==> config.mk <==
export PLATFORM = sky130hd
export DESIGN_NAME = bmp_stream_loader_flat
export DESIGN_NICKNAME = d
export VERILOG_FILES = /design/src/rtl/bmp_stream_loader_if.sv /design/src/rtl/bmp_stream_loader.sv /design/src/flat_wrapper.sv
export SDC_FILE = /design/constraint.sdc
export NUM_CORES = 1
export LEC_CHECK = 0
export CAP_MARGIN = 20
export CELL_PAD_IN_SITES_DETAIL_PLACEMENT = 0
export CELL_PAD_IN_SITES_GLOBAL_PLACEMENT = 1
export CORE_ASPECT_RATIO = 0.8
export CORE_MARGIN = 2
export CORE_UTILIZATION = 48
export CTS_CLUSTER_DIAMETER = 200
export DETAILED_ROUTE_END_ITERATION = 12
export DONT_BUFFER_PORTS = 1
export PLACE_DENSITY_LB_ADDON = 0.1
export SYNTH_ARGS = -nofsm -noshare
export SYNTH_HDL_FRONTEND = slang
export SYNTH_SLANG_ARGS = --single-unit
==> constraint.sdc <==
create_clock -name clk -period 2.8 [get_ports clk]
set_input_delay 0.42 -clock clk [delete_from_list [all_inputs] [get_ports clk]]
set_output_delay 0.42 -clock clk [all_outputs]
set_load 0.02 [all_outputs]
==> src/rtl/bmp_stream_loader_if.sv <==
// -----------------------------------------------------------------------------
// bmp_stream_loader_if
//
// Purpose:
//   Bundles the start handshake, the ROM read port, the RAM write port and the
//   completion flag of the BMP ROM->RAM loader.
//
// Modports:
//   master : the loader itself (drives ROM/RAM control, load_done)
//   slave  : the environment (drives in_valid, mode, ROM_out)
//
// Signals:
//   in_valid  start request (level)
//   mode      pixel mode: 0 copy, 1 invert, 2 threshold, 3 copy
//   ROM_out   ROM read data, valid one cycle after ROM_ren
//   ROM_ren   ROM read enable
//   ROM_addr  ROM read address
//   RAM_ren   RAM read enable (tied low)
//   RAM_wen   RAM write enable
//   RAM_in    RAM write data
//   RAM_addr  RAM write address
//   load_done image fully written
//   checksum  16-bit sum of written bytes (only with BMP_CHECKSUM_EN)
//
// Optional feature macro: BMP_CHECKSUM_EN
// -----------------------------------------------------------------------------
interface bmp_stream_loader_if #(
  parameter int BYTE_WIDTH = 8,
  parameter int ADDR_WIDTH = 20
);
  logic                  in_valid;
  logic [1:0]            mode;
  logic [BYTE_WIDTH-1:0] ROM_out;
  logic                  ROM_ren;
  logic [ADDR_WIDTH-1:0] ROM_addr;
  logic                  RAM_ren;
  logic                  RAM_wen;
  logic [BYTE_WIDTH-1:0] RAM_in;
  logic [ADDR_WIDTH-1:0] RAM_addr;
  logic                  load_done;
`ifdef BMP_CHECKSUM_EN
  logic [15:0]           checksum;

  modport master (
    input  in_valid, mode, ROM_out,
    output ROM_ren, ROM_addr, RAM_ren, RAM_wen, RAM_in, RAM_addr, load_done,
           checksum
  );

  modport slave (
    output in_valid, mode, ROM_out,
    input  ROM_ren, ROM_addr, RAM_ren, RAM_wen, RAM_in, RAM_addr, load_done,
           checksum
  );
`else
  modport master (
    input  in_valid, mode, ROM_out,
    output ROM_ren, ROM_addr, RAM_ren, RAM_wen, RAM_in, RAM_addr, load_done
  );

  modport slave (
    output in_valid, mode, ROM_out,
    input  ROM_ren, ROM_addr, RAM_ren, RAM_wen, RAM_in, RAM_addr, load_done
  );
`endif
endinterface

==> src/rtl/bmp_stream_loader.sv <==
// -----------------------------------------------------------------------------
// bmp_stream_loader
//
// Purpose:
//   Streams TOTAL_SIZE bytes from a BMP ROM into a single-port RAM, one byte
//   per cycle. The first HEADER_SIZE bytes (file header) are copied verbatim;
//   pixel bytes pass through a per-run function selected by mode:
//     0 / 3 : copy
//     1     : bitwise invert
//     2     : threshold (all-ones if byte >= THRESH, else zero)
//   The mode is captured on the start edge and held for the whole run.
//
// Ports:
//   clk    rising-edge clock
//   rst_n  asynchronous active-low reset
//   bus    bmp_stream_loader_if.master (handshake, ROM read, RAM write, done)
//
// Timing:
//   Start edge -> READ issues addresses 0..TOTAL_SIZE-1 on consecutive cycles.
//   ROM data returns one cycle later and is written to RAM the same cycle
//   (RAM_in is combinational from ROM_out while RAM_wen is high). One DRAIN
//   cycle carries the final write, then DONE holds load_done until in_valid
//   drops.
//
// Optional feature macro: BMP_CHECKSUM_EN
//   Adds bus.checksum: sum mod 2**16 of every byte written this run.
// -----------------------------------------------------------------------------
module bmp_stream_loader #(
  parameter int BYTE_WIDTH  = 8,
  parameter int ADDR_WIDTH  = 20,
  parameter int TOTAL_SIZE  = 786486,
  parameter int HEADER_SIZE = 54,
  parameter int THRESH      = 128
) (
  input  logic                   clk,
  input  logic                   rst_n,
  bmp_stream_loader_if.master    bus
);

  typedef enum logic [1:0] {
    S_IDLE  = 2'd0,
    S_READ  = 2'd1,
    S_DRAIN = 2'd2,
    S_DONE  = 2'd3
  } state_t;

  typedef enum logic [1:0] {
    M_COPY   = 2'd0,
    M_INVERT = 2'd1,
    M_THRESH = 2'd2,
    M_RSVD   = 2'd3
  } mode_t;

  localparam logic [ADDR_WIDTH-1:0] LAST_ADDR = ADDR_WIDTH'(TOTAL_SIZE - 1);
  localparam logic [ADDR_WIDTH-1:0] HDR_END   = ADDR_WIDTH'(HEADER_SIZE);
  localparam logic [BYTE_WIDTH-1:0] THRESH_V  = BYTE_WIDTH'(THRESH);

  state_t                state_q;
  state_t                state_nxt;
  mode_t                 mode_q;
  logic [ADDR_WIDTH-1:0] rd_cnt_q;
  logic                  wr_valid_q;   // a ROM read was issued last cycle
  logic [ADDR_WIDTH-1:0] wr_addr_q;    // address of that read
  logic [BYTE_WIDTH-1:0] last_in_q;    // last written byte, shown when idle
  logic [BYTE_WIDTH-1:0] pix_out;
  logic [BYTE_WIDTH-1:0] ram_in;
  logic                  start;
  logic                  rom_ren;
  logic                  load_done;

  assign start = (state_q == S_IDLE) && bus.in_valid;

  // ---------------------------------------------------------------------------
  // FSM: state register
  // ---------------------------------------------------------------------------
  // NOTE: sequential state uses non-blocking assignments so every register
  // samples pre-edge values and simulation order cannot change the result.
  always_ff @(posedge clk or negedge rst_n) begin
    if (!rst_n) state_q <= S_IDLE;
    else        state_q <= state_nxt;
  end

  // ---------------------------------------------------------------------------
  // FSM: next-state logic
  // ---------------------------------------------------------------------------
  // NOTE: every combinational output gets a default first so no path leaves
  // it unassigned, which would otherwise infer a latch.
  always_comb begin
    state_nxt = state_q;
    unique case (state_q)
      S_IDLE:  if (bus.in_valid)         state_nxt = S_READ;
      S_READ:  if (rd_cnt_q == LAST_ADDR) state_nxt = S_DRAIN;
      S_DRAIN:                           state_nxt = S_DONE;
      S_DONE:  if (!bus.in_valid)        state_nxt = S_IDLE;
      default:                           state_nxt = S_IDLE;
    endcase
  end

  // ---------------------------------------------------------------------------
  // FSM: outputs
  // ---------------------------------------------------------------------------
  always_comb begin
    rom_ren   = 1'b0;
    load_done = 1'b0;
    unique case (state_q)
      S_READ:  rom_ren   = 1'b1;
      S_DONE:  load_done = 1'b1;
      default: ;
    endcase
  end

  // ---------------------------------------------------------------------------
  // Read counter, latched mode, write pipeline
  // ---------------------------------------------------------------------------
  always_ff @(posedge clk or negedge rst_n) begin
    if (!rst_n) begin
      rd_cnt_q   <= '0;
      mode_q     <= M_COPY;
      wr_valid_q <= 1'b0;
      wr_addr_q  <= '0;
      last_in_q  <= '0;
    end else begin
      if (start) begin
        rd_cnt_q <= '0;
        mode_q   <= mode_t'(bus.mode);
      end else if (state_q == S_READ && rd_cnt_q != LAST_ADDR) begin
        // Saturates at LAST_ADDR so no address past the image is ever issued.
        rd_cnt_q <= rd_cnt_q + ADDR_WIDTH'(1);
      end

      wr_valid_q <= (state_q == S_READ);
      if (state_q == S_READ) wr_addr_q <= rd_cnt_q;
      if (wr_valid_q)        last_in_q <= pix_out;
    end
  end

  // Pixel function; header bytes always bypass it.
  always_comb begin
    pix_out = bus.ROM_out;
    if (wr_addr_q >= HDR_END) begin
      unique case (mode_q)
        M_INVERT: pix_out = ~bus.ROM_out;
        M_THRESH: pix_out = (bus.ROM_out >= THRESH_V) ? '1 : '0;
        default:  pix_out = bus.ROM_out;
      endcase
    end
  end

  // Live data during a write, otherwise hold the last written byte.
  assign ram_in = wr_valid_q ? pix_out : last_in_q;

`ifdef BMP_CHECKSUM_EN
  // ---------------------------------------------------------------------------
  // Running checksum of written bytes
  // ---------------------------------------------------------------------------
  logic [15:0] csum_q;

  always_ff @(posedge clk or negedge rst_n) begin
    if (!rst_n)          csum_q <= '0;
    else if (start)      csum_q <= '0;
    else if (wr_valid_q) csum_q <= csum_q + 16'(ram_in);
  end

  assign bus.checksum = csum_q;
`endif

  // ---------------------------------------------------------------------------
  // Port drive
  // ---------------------------------------------------------------------------
  assign bus.ROM_ren   = rom_ren;
  assign bus.ROM_addr  = rd_cnt_q;
  assign bus.RAM_ren   = 1'b0;
  assign bus.RAM_wen   = wr_valid_q;
  assign bus.RAM_in    = ram_in;
  assign bus.RAM_addr  = wr_addr_q;
  assign bus.load_done = load_done;

endmodule
==> src/flat_wrapper.sv <==
// flat-port wrapper written by rule: the top's interface ports become plain ports
module bmp_stream_loader_flat 
#(
  parameter int BYTE_WIDTH  = 8,
  parameter int ADDR_WIDTH  = 20,
  parameter int TOTAL_SIZE  = 786486,
  parameter int HEADER_SIZE = 54,
  parameter int THRESH      = 128
)
  (clk, rst_n, bus_in_valid, bus_mode, bus_ROM_out, bus_ROM_ren, bus_ROM_addr, bus_RAM_ren, bus_RAM_wen, bus_RAM_in, bus_RAM_addr, bus_load_done);
  bmp_stream_loader_if #(.BYTE_WIDTH(BYTE_WIDTH), .ADDR_WIDTH(ADDR_WIDTH)) bus_i ();
  input  logic clk;
  input  logic rst_n;
  input wire logic [$bits(bus_i.in_valid)-1:0] bus_in_valid;
  input wire logic [$bits(bus_i.mode)-1:0] bus_mode;
  input wire logic [$bits(bus_i.ROM_out)-1:0] bus_ROM_out;
  output wire logic [$bits(bus_i.ROM_ren)-1:0] bus_ROM_ren;
  output wire logic [$bits(bus_i.ROM_addr)-1:0] bus_ROM_addr;
  output wire logic [$bits(bus_i.RAM_ren)-1:0] bus_RAM_ren;
  output wire logic [$bits(bus_i.RAM_wen)-1:0] bus_RAM_wen;
  output wire logic [$bits(bus_i.RAM_in)-1:0] bus_RAM_in;
  output wire logic [$bits(bus_i.RAM_addr)-1:0] bus_RAM_addr;
  output wire logic [$bits(bus_i.load_done)-1:0] bus_load_done;
  assign bus_i.in_valid = bus_in_valid;
  assign bus_i.mode = bus_mode;
  assign bus_i.ROM_out = bus_ROM_out;
  assign bus_ROM_ren = bus_i.ROM_ren;
  assign bus_ROM_addr = bus_i.ROM_addr;
  assign bus_RAM_ren = bus_i.RAM_ren;
  assign bus_RAM_wen = bus_i.RAM_wen;
  assign bus_RAM_in = bus_i.RAM_in;
  assign bus_RAM_addr = bus_i.RAM_addr;
  assign bus_load_done = bus_i.load_done;
  bmp_stream_loader #(.BYTE_WIDTH(BYTE_WIDTH), .ADDR_WIDTH(ADDR_WIDTH), .TOTAL_SIZE(TOTAL_SIZE), .HEADER_SIZE(HEADER_SIZE), .THRESH(THRESH)) u_core (.clk(clk), .rst_n(rst_n), .bus(bus_i));
endmodule
[Word-level counts from Yosys, hierarchy flattened]
Index checks and enable logic that the tools add are counted.
Cells by class
  $add $sub $neg: 1
  order comparisons: 2
  equality and inequality tests: 10
  mux-type cells: 12
  bitwise gates (word level): 1
  reductions and logical operators: 5
Operators by type and width (number)
  2-to-1 mux 20 bit: 2
  2-to-1 mux 8 bit: 3
  adder 20 x 1 -> 20 bit (second input constant): 1
  equality test 20 bit (second input constant): 1
  greater-or-equal comparator 20 x 6 -> 1 bit (second input constant): 1
  != test 20 bit (second input constant): 1
  case mux 8 bit (2 select lines): 1
  greater-or-equal comparator 8 bit (second input constant): 1
  NOT 8 bit: 1
  case mux 2 bit (4 select lines): 1
  equality test 2 bit (second input constant): 3
  2-to-1 mux 2 bit: 3
  equality test 2 x 1 -> 1 bit (second input constant): 2
  != test 2 bit (second input constant): 2
  AND reduction 3 bit: 1
  logical AND 1 bit: 2
  zero test 2 bit: 1
  2-to-1 mux 1 bit: 2
  != test 2 x 1 -> 1 bit (second input constant): 1
  nonzero test 2 bit: 1
Storage, ports and cells
  flip-flop bits (word level): 53
  output and inout bits: 52
  word-level logic and storage cells: 37

[Logic depth before layout (Yosys ltp)]
Gate-level depths: netlist of run 1.
  depth in word-level cells: 5
  depth in mapped cells: 8

[Worst setup path after synthesis of run 1]
OpenSTA, ideal clock, no wires.
  path type: reg2out
  start point: reg u_core.wr_addr_q[6] (netlist: u_core.bus.RAM_addr[6])
  end point: out bus_RAM_in[7]
  arrival: 2112 ps
  path slack: 268 ps
  cell stages (with the launch flop): 6
  path buffers: 0
  cell sequence: dfrtp_1 or4_1 nor3_1 a41oi_1 and4b_1 nor3_1
On the way
  longest elaborated chain between the ends: 3
RTL lines
  start, declared: line bmp_stream_loader.sv:63  | logic [ADDR_WIDTH-1:0] wr_addr_q;
  start signal, assigned: line bmp_stream_loader.sv:132  | if (state_q == S_READ) wr_addr_q <= rd_cnt_q;
  greater-or-equal comparator 20 x 6 -> 1 bit: line bmp_stream_loader.sv:140  | if (wr_addr_q >= HDR_END) begin
  2-to-1 mux 8 bit: line bmp_stream_loader.sv:140
  2-to-1 mux 8 bit: line bmp_stream_loader.sv:150  | assign ram_in = wr_valid_q ? pix_out : last_in_q;
  end, declared: line flat_wrapper.sv:21  | output wire logic [$bits(bus_i.RAM_in)-1:0] bus_RAM_in;
No other way between the ends.

[Final worst setup path of run 1]
  start point: reg u_core.wr_addr_q[15] (netlist: u_core.bus.RAM_addr[15])
  end point: out bus_RAM_in[3]
The elaborated chain is that of the path after synthesis.

==> results.md, run 1 <==
- Result of the run: finished, final reports clean
- Starting density of the core: 0.509
- Pin count of the biggest net entering global routing: 54
- Number of buffer cells added on primary ports: 0
- Most numerous cell in the Yosys netlist: dfrtp_1
- Total of max-cap violations: 0
- Required time of the worst setup path: 2.38 ns
- First-iteration detailed-routing DRC count: 141
- Post-synthesis instance area: 2600 µm²
- Cell row count: 23
- Drt total wl: 6180 µm
- Final design area excluding fillers: 2900 µm²
- Clk buf depth: 2
- Leading cell types by count after synthesis: 53 x dfrtp_1, 20 x mux2_2, 17 x a21oi_1, 17 x inv_1, 14 x nand2_1
- Uppermost layer routed: met4
- Detailed Routing Iterations Pass 1: 4
- Critical Path Fanout Max: 8
- Distinct cell type count after synthesis: 41
- TritonCTS clock tree: yes
- Library cell occupying the most area in the post-synthesis netlist: dfrtp_1
- Remaining routing DRC violations: 0
- Number of inserted diodes: 0
- Class of the tightest hold or removal check: in -> reg
- Top post-synthesis cells by area: dfrtp_1 51%, mux2_2 8.6%, ha_1 4.3%
- Height of the die: 69.9 µm
- Area Overhead vs Synth: 11.4%
- Power after layout: 1.32 mW
- Final setup vio count: 0
- Residual antenna-violating net count after detailed routing: 0
- Total number of yosys warnings: 0
- Layout Nets: 276
- Vias in the first global route: 1975
- Die outline area: 6040 µm²
- Fillcell total: 447
- Peak per-stage delay on the critical path: 0.53 ns
- Post-detailed-route via-to-cell ratio: 6.09
- Fraction of final layout cells with drive strength greater than 1: 0.201
- Main flop type after synthesis: dfrtp_1
- Post-layout minimum cycle time: 2.72 ns
- Per-cell routed wire length: 19.6 µm
- Number of hold violations in the final report: 0
- Fraction of the cycle the final worst path needs: 0.971
- Core box area: 5120 µm²
- Die W: 86.4 µm
- Antenna violations before repair: 0
- Met1 WL: 2750 µm
- Clock input transition at the sequential cells of the worst setup and hold paths: 0.10 ns
- Buffers inserted during post-CTS setup optimization: 0
- Cell count after synthesis: 249
- Total power per unit cell area: 456 nW/µm²
- Portion of the post-synthesis area used by sequential elements: 0.509
- Cell chosen for the clock root: clkbuf_8
- Category of the critical setup timing path: reg -> out
- Count of boundary I/O pins: 65
- Tot GR Track Use: 0.208
- Kind of start point of the critical path: flip-flop
- Category of the worst setup path capture point: output pin
- Total via count after detailed routing: 1924
- Async S/R FF share, synth: 1.00
- Met2 Wirelength: 2910 µm
- Hpwl dp: 4270 µm
- Arr. time, crit path: 2.30 ns
- Fraction of post-synthesis cell area in the top cell type by area: 0.509
- Number of enable flip-flop cells after synthesis: 0
- Fmax achieved: 368 MHz
- Overflow after GRT: 0
- CTS H-tree lvls: 2
- Net count after synthesis: 271
- Total cell area at the placement stage: 2690 µm²
- Inserted Clock Buffers: 5
- Met3 WL post-DR: 451 µm
- Leakage dissipation: 1.32 nW
- Worst skew pair latency: 0.31 ns
- Critical-path cell list: or4_1 -> nor3_2 -> a41oi_2 -> buf_4 -> o22ai_1 -> a31oi_1 -> buf_4
- Transition time of the tightest slew-check pin: 0.970 ns
- VDD IR max: 0.000402 V
- Cell with the most instances on the worst path: buf_4
- Number of sinks driven by the clock tree: 53
- Setup repair after global routing missed its margin: yes
- Number of register bits inferred by synthesis: 53
- Synthesized area divided by synthesized cell count: 10.5 µm²
- Routability-driven placement congestion ratio: 0.830
- Worst slew slack as a fraction of its limit: 0.354
- Skew final: 0.0103 ns
- Global-route wire length before repair: 9830 µm
- Cell with the biggest individual delay on the critical path: or4_1
- Max-slew violation total from the final report: 0
path summary, 6_finish.rpt:
| check | startpoint | to | slack, ns | cells after the start |
|---|---|---|---|---|
| max in group asynchronous | rst_n | u_core.bus.RAM_addr[15]$_DFFE_PN0P_ | 1.92 | 2 |
| min in group asynchronous | rst_n | u_core.bus.ROM_addr[16]$_DFFE_PN0P_ | 0.64 | 2 |
| setup / recovery | u_core.bus.RAM_addr[15]$_DFFE_PN0P_ | bus_RAM_in[3] | 0.08 | 7 |
| hold / removal | bus_mode[0] | u_core.mode_q[0]$_DFFE_PN0P_ | 0.23 | 2 |
| hold reg to reg | u_core.mode_q[1]$_DFFE_PN0P_ | u_core.mode_q[1]$_DFFE_PN0P_ | 0.59 | 2 |
| setup reg to reg | u_core.bus.ROM_addr[13]$_DFFE_PN0P_ | u_core.state_q[1]$_DFFE_PN0P_ | 0.35 | 5 |
critical path: cells and delay by family (launching register included):
kind            cells  cell delay, ns
compound gates      3            0.38
buf+inv             2            0.46
flops               1            0.47
simple gates        2            0.68
per-layer routing:
metal / vias to the layer above / global-route usage
met5: - / 0
met4: 0 / 0.0625
met3: 9 / 0.0662
met2: 60 / 0.320
met1: 952 / 0.283
li1: 903 / -
what timing repair did:
item                       CTS  global route
hold endpoints to repair    53             0
hold buffers                 2             0
gates cloned                 0             1
resized for setup            4             6
setup endpoints to repair    7             7
through the flow:
stage               setup slack [ns]  hold WS, ns  instances  utilization  TNS (ns)
global route                 -0.0433        0.234        316        0.566   -0.0642
global placement               0.290        0.126        306        0.526         0
floorplan                      0.268        0.124        249            -         0
CTS                          -0.0152        0.224        315        0.558   -0.0442
finish                        0.0809        0.234        316        0.566         0
detailed placement             0.248        0.126        306        0.526         0
cell families after synthesis:
family / after synthesis / share of synthesized area
buffers and inverters: 31 / 0.0466
other: 1 / 0.00144
AND/OR/NAND/NOR: 72 / 0.151
AO/OA/AOI/OAI: 52 / 0.122
adder cells (fa/ha/maj): 9 / 0.0432
multiplexers: 22 / 0.0961
flip-flops: 53 / 0.509
XOR/XNOR: 9 / 0.0303
report_power, final:
part / internal, mW / switching [mW] / leakage, nW / total, mW
sequential: 0.770 / 0.00175 / 0.666 / 0.772
clock: 0.260 / 0.242 / 0.0540 / 0.503
combinational: 0.0132 / 0.0353 / 0.600 / 0.0485
total: 1.04 / 0.279 / 1.32 / 1.32
flip-flops by register name, indices dropped and copies added, names as in the netlist:
name                 cells
u_core.last_in_q         8
u_core.state_q           2
u_core.bus.ROM_addr     20
u_core.bus.RAM_addr     20
u_core.mode_q            2
u_core.bus.RAM_wen       1
placed cells by master (no fill, tap or decap), types with 2 or more instances in the layout:
cell type	count
nor2_1	13
ha_1	9
nand2_1	14
or4_1	5
nand3_1	6
nor2b_1	2
and4_1	2
and3_1	3
or3_1	8
inv_1	17
nor3_1	2
xnor2_1	6
xor2_1	3
mux2_2	20
o211ai_1	4
buf_4	9
o22ai_1	7
a31oi_2	6
nand4_1	4
o21ai_0	9
nor3_2	2
and2_1	3
a21oi_1	17
nor4_1	4
dfrtp_1	52
clkbuf_8	5
o31ai_1	2
final cells by class:
type	count	area (µm²)	share of cell area
flip-flops and latches	53	1330	0.458
well taps	62	77.6	0.0267
repair buffers	12	116	0.0401
multi-input cells	165	1210	0.418
clock inverters	2	35.0	0.0121
inverters	17	63.8	0.0220
clock buffers	5	68.8	0.0237
(Power assumes the default switching activity.)
==> run 2, diff against run 1 <==
--- a/config.mk
+++ b/config.mk
@@ -10,8 +10,8 @@
 export CELL_PAD_IN_SITES_GLOBAL_PLACEMENT = 1
 export CORE_ASPECT_RATIO = 0.8
 export CORE_MARGIN = 2
-export CORE_UTILIZATION = 48
-export CTS_CLUSTER_DIAMETER = 200
+export CORE_UTILIZATION = 43
+export CTS_CLUSTER_DIAMETER = 120
 export DETAILED_ROUTE_END_ITERATION = 12
 export DONT_BUFFER_PORTS = 1
 export PLACE_DENSITY_LB_ADDON = 0.1
==> constraint.sdc (replaced) <==
create_clock -name clk -period 2.4 [get_ports clk]
set_input_delay 0.36 -clock clk [delete_from_list [all_inputs] [get_ports clk]]
set_output_delay 0.36 -clock clk [all_outputs]
set_load 0.02 [all_outputs]
==> run 2 against run 1 <==
- the flow now finishes with violations (negative setup slack)
- clock skew grew 0.00065 ns
- non-clock buffer count grew 31
- power grew 11%
- register-to-register slack lost 0.30 ns
- clock power grew 2%
- sequential cell count is the same
- die area grew 11%
- critical path depth is the same
- sequential power grew 17%
- clock-buffer cell count grew 1
- utilization shrank 2.8 points
- critical path type unchanged
- largest power group unchanged
==> results.md, run 2 (synthesis gave the netlist of run 1 again) <==
- Result of the run: finished with violations
- Violated checks: negative setup slack
- Residual antenna-violating net count after detailed routing: 0
- Hold path depth: 2
- Total power per unit cell area: 465 nW/µm²
- Global-route wire length before repair: 10300 µm
- Class of the tightest hold or removal check: in -> reg
- Max-slew violation total from the final report: 0
- Number of buffer and inverter stages on the critical path: 2
- Min setup slack post-route: -0.0667 ns
- Routability-driven placement congestion ratio: 0.770
- Number of inserted diodes: 0
- First-iteration detailed-routing DRC count: 61
- Number of buffer cells added on primary ports: 0
- Share of power burned in combinational logic: 0.040
- Critical-path cell list: or4_4 -> nor3_4 -> a41oi_2 -> buf_6 -> o22ai_2 -> a31oi_2 -> buf_4
- Post-detailed-route via-to-cell ratio: 5.46
- Tot GR Track Use: 0.199
- VDD IR max: 0.000238 V
- Power after layout: 1.47 mW
- Sequential Power Share: 0.612
- Final setup vio count: 8
- Share of the core filled with cells in the final layout: 0.539
- Per-cell routed wire length: 17.2 µm
- Remaining routing DRC violations: 0
- Clock Power Share: 0.348
- CTS H-tree lvls: 2
- Skew final: 0.0110 ns
- Clk buf depth: 2
- Drt total wl: 6330 µm
- Cell row count: 25
- Peak per-stage delay on the critical path: 0.55 ns
- Final design area excluding fillers: 3170 µm²
- Category of the critical setup timing path: reg -> out
- Vias in the first global route: 1960
- Total of max-cap violations: 0
- Required time of the worst setup path: 2.04 ns
- Fmax achieved: 405 MHz
- Antenna violations before repair: 0
- Starting density of the core: 0.443
- Critical Path Fanout Max: 8
- Worst slack at placement: 0.0772 ns
- Critical register-to-register path startpoint: u_core.bus.ROM_addr[14]$_DFFE_PN0P_
- Core box area: 5880 µm²
- Worst slew slack as a fraction of its limit: 0.642
- Clock input transition at the sequential cells of the worst setup and hold paths: 0.10 ns
- Detailed Routing Iterations Pass 1: 4
- Post-layout minimum cycle time: 2.47 ns
- Total cell area at the placement stage: 2930 µm²
- Die W: 91.0 µm
- Arr. time, crit path: 2.11 ns
- NetSw: 0.347 mW
- Most frequent standard cell in the layout excluding fill and tap cells: dfrtp_1
- Net switching fraction of the power: 0.236
- Count of boundary I/O pins: 65
- Timing startpoint of the critical path: u_core.bus.RAM_addr[6]$_DFFE_PN0P_
- Endpoint of the most critical register-to-register path: u_core.state_q[1]$_DFFE_PN0P_
- Kind of start point of the critical path: flip-flop
- Layout Nets: 307
- Fraction of final layout cells with drive strength greater than 1: 0.297
- Pin count of the biggest net entering global routing: 54
- Overflow after GRT: 0
- Reg2reg setup slack: 0.05 ns
- Total via count after detailed routing: 2005
- Number of hold violations in the final report: 0
- Hold endpoint: u_core.mode_q[1]$_DFFE_PN0P_
- Design internal power: 1.13 mW
- Setup repair after global routing missed its margin: yes
- Top delay family on crit path: simple AND/OR/NAND/NOR gates
- Top library cells by usage in the layout, fill and taps aside: 53 x dfrtp_1, 39 x buf_4, 20 x mux2_2
- Fraction of the cycle the final worst path needs: 1.03
- Cell with the biggest individual delay on the critical path: or4_4
- Die outline area: 6700 µm²
- Hpwl dp: 4480 µm
- Length in cells of the worst reg-to-reg path: 5
- Worst skew pair latency: 0.31 ns
- Leakage dissipation: 1.48 nW
- Number of sinks driven by the clock tree: 53
- Height of the die: 73.6 µm
- Worst Min Path Start: bus_mode[1]
- TritonCTS clock tree: yes
- Transition time of the tightest slew-check pin: 0.536 ns
- Area Overhead vs Synth: 21.7%
- Inserted Clock Buffers: 5
- Cell chosen for the clock root: clkbuf_8
- Category of the worst setup path capture point: output pin
[run 2: metal layers]
metal / part of all wire / GRT usage
met5: 0 / 0
met4: 0.0054 / 0.0404
met3: 0.063 / 0.0544
met2: 0.46 / 0.309
met1: 0.48 / 0.282
[run 2: final cells by class]
class / instances / area (µm²)
Clock inverter: 2 / 13.8
Sequential cell: 53 / 1330
Fill cell: 558 / 2710
Multi-Input combinational cell: 165 / 1240
Clock buffer: 6 / 72.6
Timing Repair Buffer: 43 / 347
Tap cell: 81 / 101
Inverter: 17 / 63.8
[run 2: worst max path at each step]
stage / endpoint / slack (ns) / cells after the start
CTS: bus_RAM_in[7] / -0.09 / 5
detailed placement: u_core.state_q[1]$_DFFE_PN0P_ / 0.08 / 5
floorplan: bus_RAM_in[0] / -0.01 / 5
finish: bus_RAM_in[3] / -0.07 / 7
global placement: u_core.state_q[1]$_DFFE_PN0P_ / 0.08 / 5
global route: bus_RAM_in[3] / -0.16 / 7
[run 2: what timing repair did]
action                                  CTS  global route
cloned                                    1             0
hold endpoints to repair                 53             0
setup buffers                             2             1
hold buffers                              2             0
resized for setup                        16             1
endpoints found under the setup margin    8             8
pin swaps                                 1             1
[run 2: stage by stage]
stage          instances  hold WS, ns  setup TNS [ns]
2_1_floorplan        249       0.0644         -0.0896
5_1_grt              367        0.164           -1.10
3_5_place_dp         353       0.0659               0
3_3_place_gp         353       0.0657               0
4_1_cts              366        0.161          -0.623
6_report             367        0.162          -0.382
[run 2: power by group through the flow]
stage	registers (mW)	logic, mW	clock network [mW]
2_1_floorplan	0.918	0.0266	0
3_3_place_gp	0.919	0.0285	0
3_5_place_dp	0.919	0.0294	0
4_1_cts	0.901	0.0604	0.524
5_1_grt	0.902	0.0654	0.564
6_report	0.901	0.0591	0.513
==> run 3, diff against run 2 <==
--- a/config.mk
+++ b/config.mk
@@ -9,7 +9,6 @@
 export CELL_PAD_IN_SITES_DETAIL_PLACEMENT = 0
 export CELL_PAD_IN_SITES_GLOBAL_PLACEMENT = 1
 export CORE_ASPECT_RATIO = 0.8
-export CORE_MARGIN = 2
 export CORE_UTILIZATION = 43
 export CTS_CLUSTER_DIAMETER = 120
 export DETAILED_ROUTE_END_ITERATION = 12
==> run 3 against run 2 <==
- the flow still finishes with violations (negative setup slack)
- die area is 4.9% lower
- sequential share of layout area is 1.6 points lower
- clock-buffer cell count stayed put
- sequential cell count stayed put
- non-clock buffer count is 1 lower
- clock skew is 0.0065 ns lower
- combinational power is 16% higher
- maximum frequency is 0.55% higher
- hold slack better by 0.012 ns
- critical path depth stayed put
- sequential power hardly changed
- final cell count is 1.1% lower
- critical endpoint unchanged
- highest routed layer unchanged
==> results.md, run 3 (synthesis gave the netlist of run 1 again) <==
- Number of sinks driven by the clock tree: 53
- Clk buf depth: 2
- Pin count of the biggest net entering global routing: 54
- Number of hold violations in the final report: 0
- Worst skew pair latency: 0.30 ns
- Height of the die: 71.6 µm
- Transition time of the tightest slew-check pin: 0.662 ns
- Clock input transition at the sequential cells of the worst setup and hold paths: 0.09 ns
- Starting density of the core: 0.461
- Cell chosen for the clock root: clkbuf_8
- Antenna violations before repair: 0
- Count of boundary I/O pins: 65
- Leakage dissipation: 1.51 nW
- Area occupied by multi-input gates: 1360 µm²
- Vias in the first global route: 1946
- Required time of the worst setup path: 2.04 ns
- Max-slew violation total from the final report: 0
- Total power per unit cell area: 478 nW/µm²
- Skew final: 0.00446 ns
- Layout Nets: 306
- Overflow after GRT: 0
- Total cell area at the placement stage: 2930 µm²
- Fraction of final layout cells with drive strength greater than 1: 0.319
- Drt total wl: 6320 µm
- Die outline area: 6380 µm²
- Core box area: 5650 µm²
- Fmax achieved: 408 MHz
- Most frequent standard cell in the layout excluding fill and tap cells: dfrtp_1
- First-iteration detailed-routing DRC count: 69
- Number of inserted diodes: 0
- Global-route wire length before repair: 9980 µm
- Fraction of the cycle the final worst path needs: 1.02
- Arr. time, crit path: 2.09 ns
- Setup repair after global routing missed its margin: yes
- Inserted Clock Buffers: 5
- Category of the critical setup timing path: reg -> out
- Top library cells by usage in the layout, fill and taps aside: 53 x dfrtp_1, 35 x buf_4, 20 x mux2_2
- Total via count after detailed routing: 1955
- Kind of start point of the critical path: flip-flop
- Area of all sequential standard cells: 1330 µm²
- Final setup vio count: 2
- Final design area excluding fillers: 3300 µm²
- Min setup slack post-route: -0.0532 ns
- Per-cell routed wire length: 17.4 µm
- Hpwl dp: 4430 µm
- TritonCTS clock tree: yes
- Violated checks: negative setup slack
- CTS H-tree lvls: 2
- Number of buffer cells added on primary ports: 0
- Tot GR Track Use: 0.211
- Category of the worst setup path capture point: output pin
- Die W: 89.0 µm
- Post-detailed-route via-to-cell ratio: 5.39
- Detailed Routing Iterations Pass 1: 4
- Total of max-cap violations: 0
- Result of the run: finished with violations
- Residual antenna-violating net count after detailed routing: 0
- Reg2reg setup slack: 0.07 ns
- Post-layout minimum cycle time: 2.45 ns
- Worst slew slack as a fraction of its limit: 0.559
- Worst Hold Slack: 0.174 ns
- Remaining routing DRC violations: 0
- Cell row count: 24
- Area Overhead vs Synth: 26.6%
- VDD IR max: 0.000265 V
- Class of the tightest hold or removal check: in -> reg
- Fillcell total: 514
- Routability-driven placement congestion ratio: 0.793
- Critical Path Fanout Max: 8
## run 3: changes by cell type in the layout (fill, tap and decap cells not counted), moves of 2 or more
cell,before,now
a31oi_2,7,0
a31oi_4,0,7
o22ai_1,6,0
o22ai_2,1,6
buf_4,39,35
buf_6,1,3
o21ai_0,9,7
o21ai_1,0,2
## run 3: metrics by stage
step	worst slack (ns)	cells	TNS [ns]	total power, mW	utilization
floorplan	-0.0128	249	-0.0896	0.945	-
global placement	0.0879	350	0	0.947	0.519
detailed placement	0.0518	350	0	0.948	0.519
CTS	-0.123	362	-0.741	1.60	0.582
global route	-0.173	363	-0.875	1.64	0.584
finish	-0.0532	363	-0.0691	1.58	0.584
## run 3: metal layers
layer | wire length (µm) | global-route usage
met1 | 3020 | 0.299
met2 | 2850 | 0.330
met3 | 409 | 0.0507
met4 | 50 | 0.0476
met5 | 0 | 0
## run 3: layout make-up
type,count,area share
flip-flops and latches,53,0.402
repair buffers,42,0.104
inverters,17,0.0193
well taps,78,0.0296
multi-input cells,165,0.411
clock inverters,2,0.0118
clock buffers,6,0.0220
## run 3: final timing paths
path                                                       end                                 from  cells past startpoint
max in group asynchronous   u_core.bus.ROM_addr[0]$_DFFE_PN0P_                                rst_n                      2
hold reg to reg                   u_core.mode_q[1]$_DFFE_PN0P_         u_core.mode_q[1]$_DFFE_PN0P_                      2
setup / recovery                                 bus_RAM_in[3]   u_core.bus.RAM_addr[6]$_DFFE_PN0P_                      7
hold / removal                    u_core.mode_q[0]$_DFFE_PN0P_                          bus_mode[0]                      2
setup reg to reg                 u_core.state_q[1]$_DFFE_PN0P_  u_core.bus.ROM_addr[14]$_DFFE_PN0P_                      5
min in group asynchronous  u_core.bus.RAM_addr[11]$_DFFE_PN0P_                                rst_n                      2
## run 3: worst max-delay path, stage by stage, from the launching register on
cell,delay (ns)
dfrtp_1,0.38
or4_4,0.55
nor3_4,0.13
a41oi_2,0.16
buf_6,0.22
o22ai_4,0.15
a31oi_4,0.05
buf_6,0.15
## run 3: where the power goes
| group | switching (mW) | total (mW) | internal [mW] | leakage (nW) |
|---|---|---|---|---|
| logic | 0.0453 | 0.0686 | 0.0234 | 0.782 |
| registers | 0.00304 | 0.902 | 0.899 | 0.668 |
| clock network | 0.292 | 0.606 | 0.313 | 0.0554 |
| total | 0.340 | 1.58 | 1.24 | 1.51 |
## run 3: timing repair
item	CTS	global route
resized for setup	32	6
hold buffers	2	0
pin swaps	4	6
hold endpoints to repair	53	0
gates cloned	1	1
endpoints found under the setup margin	8	11
buffers inserted	1	0
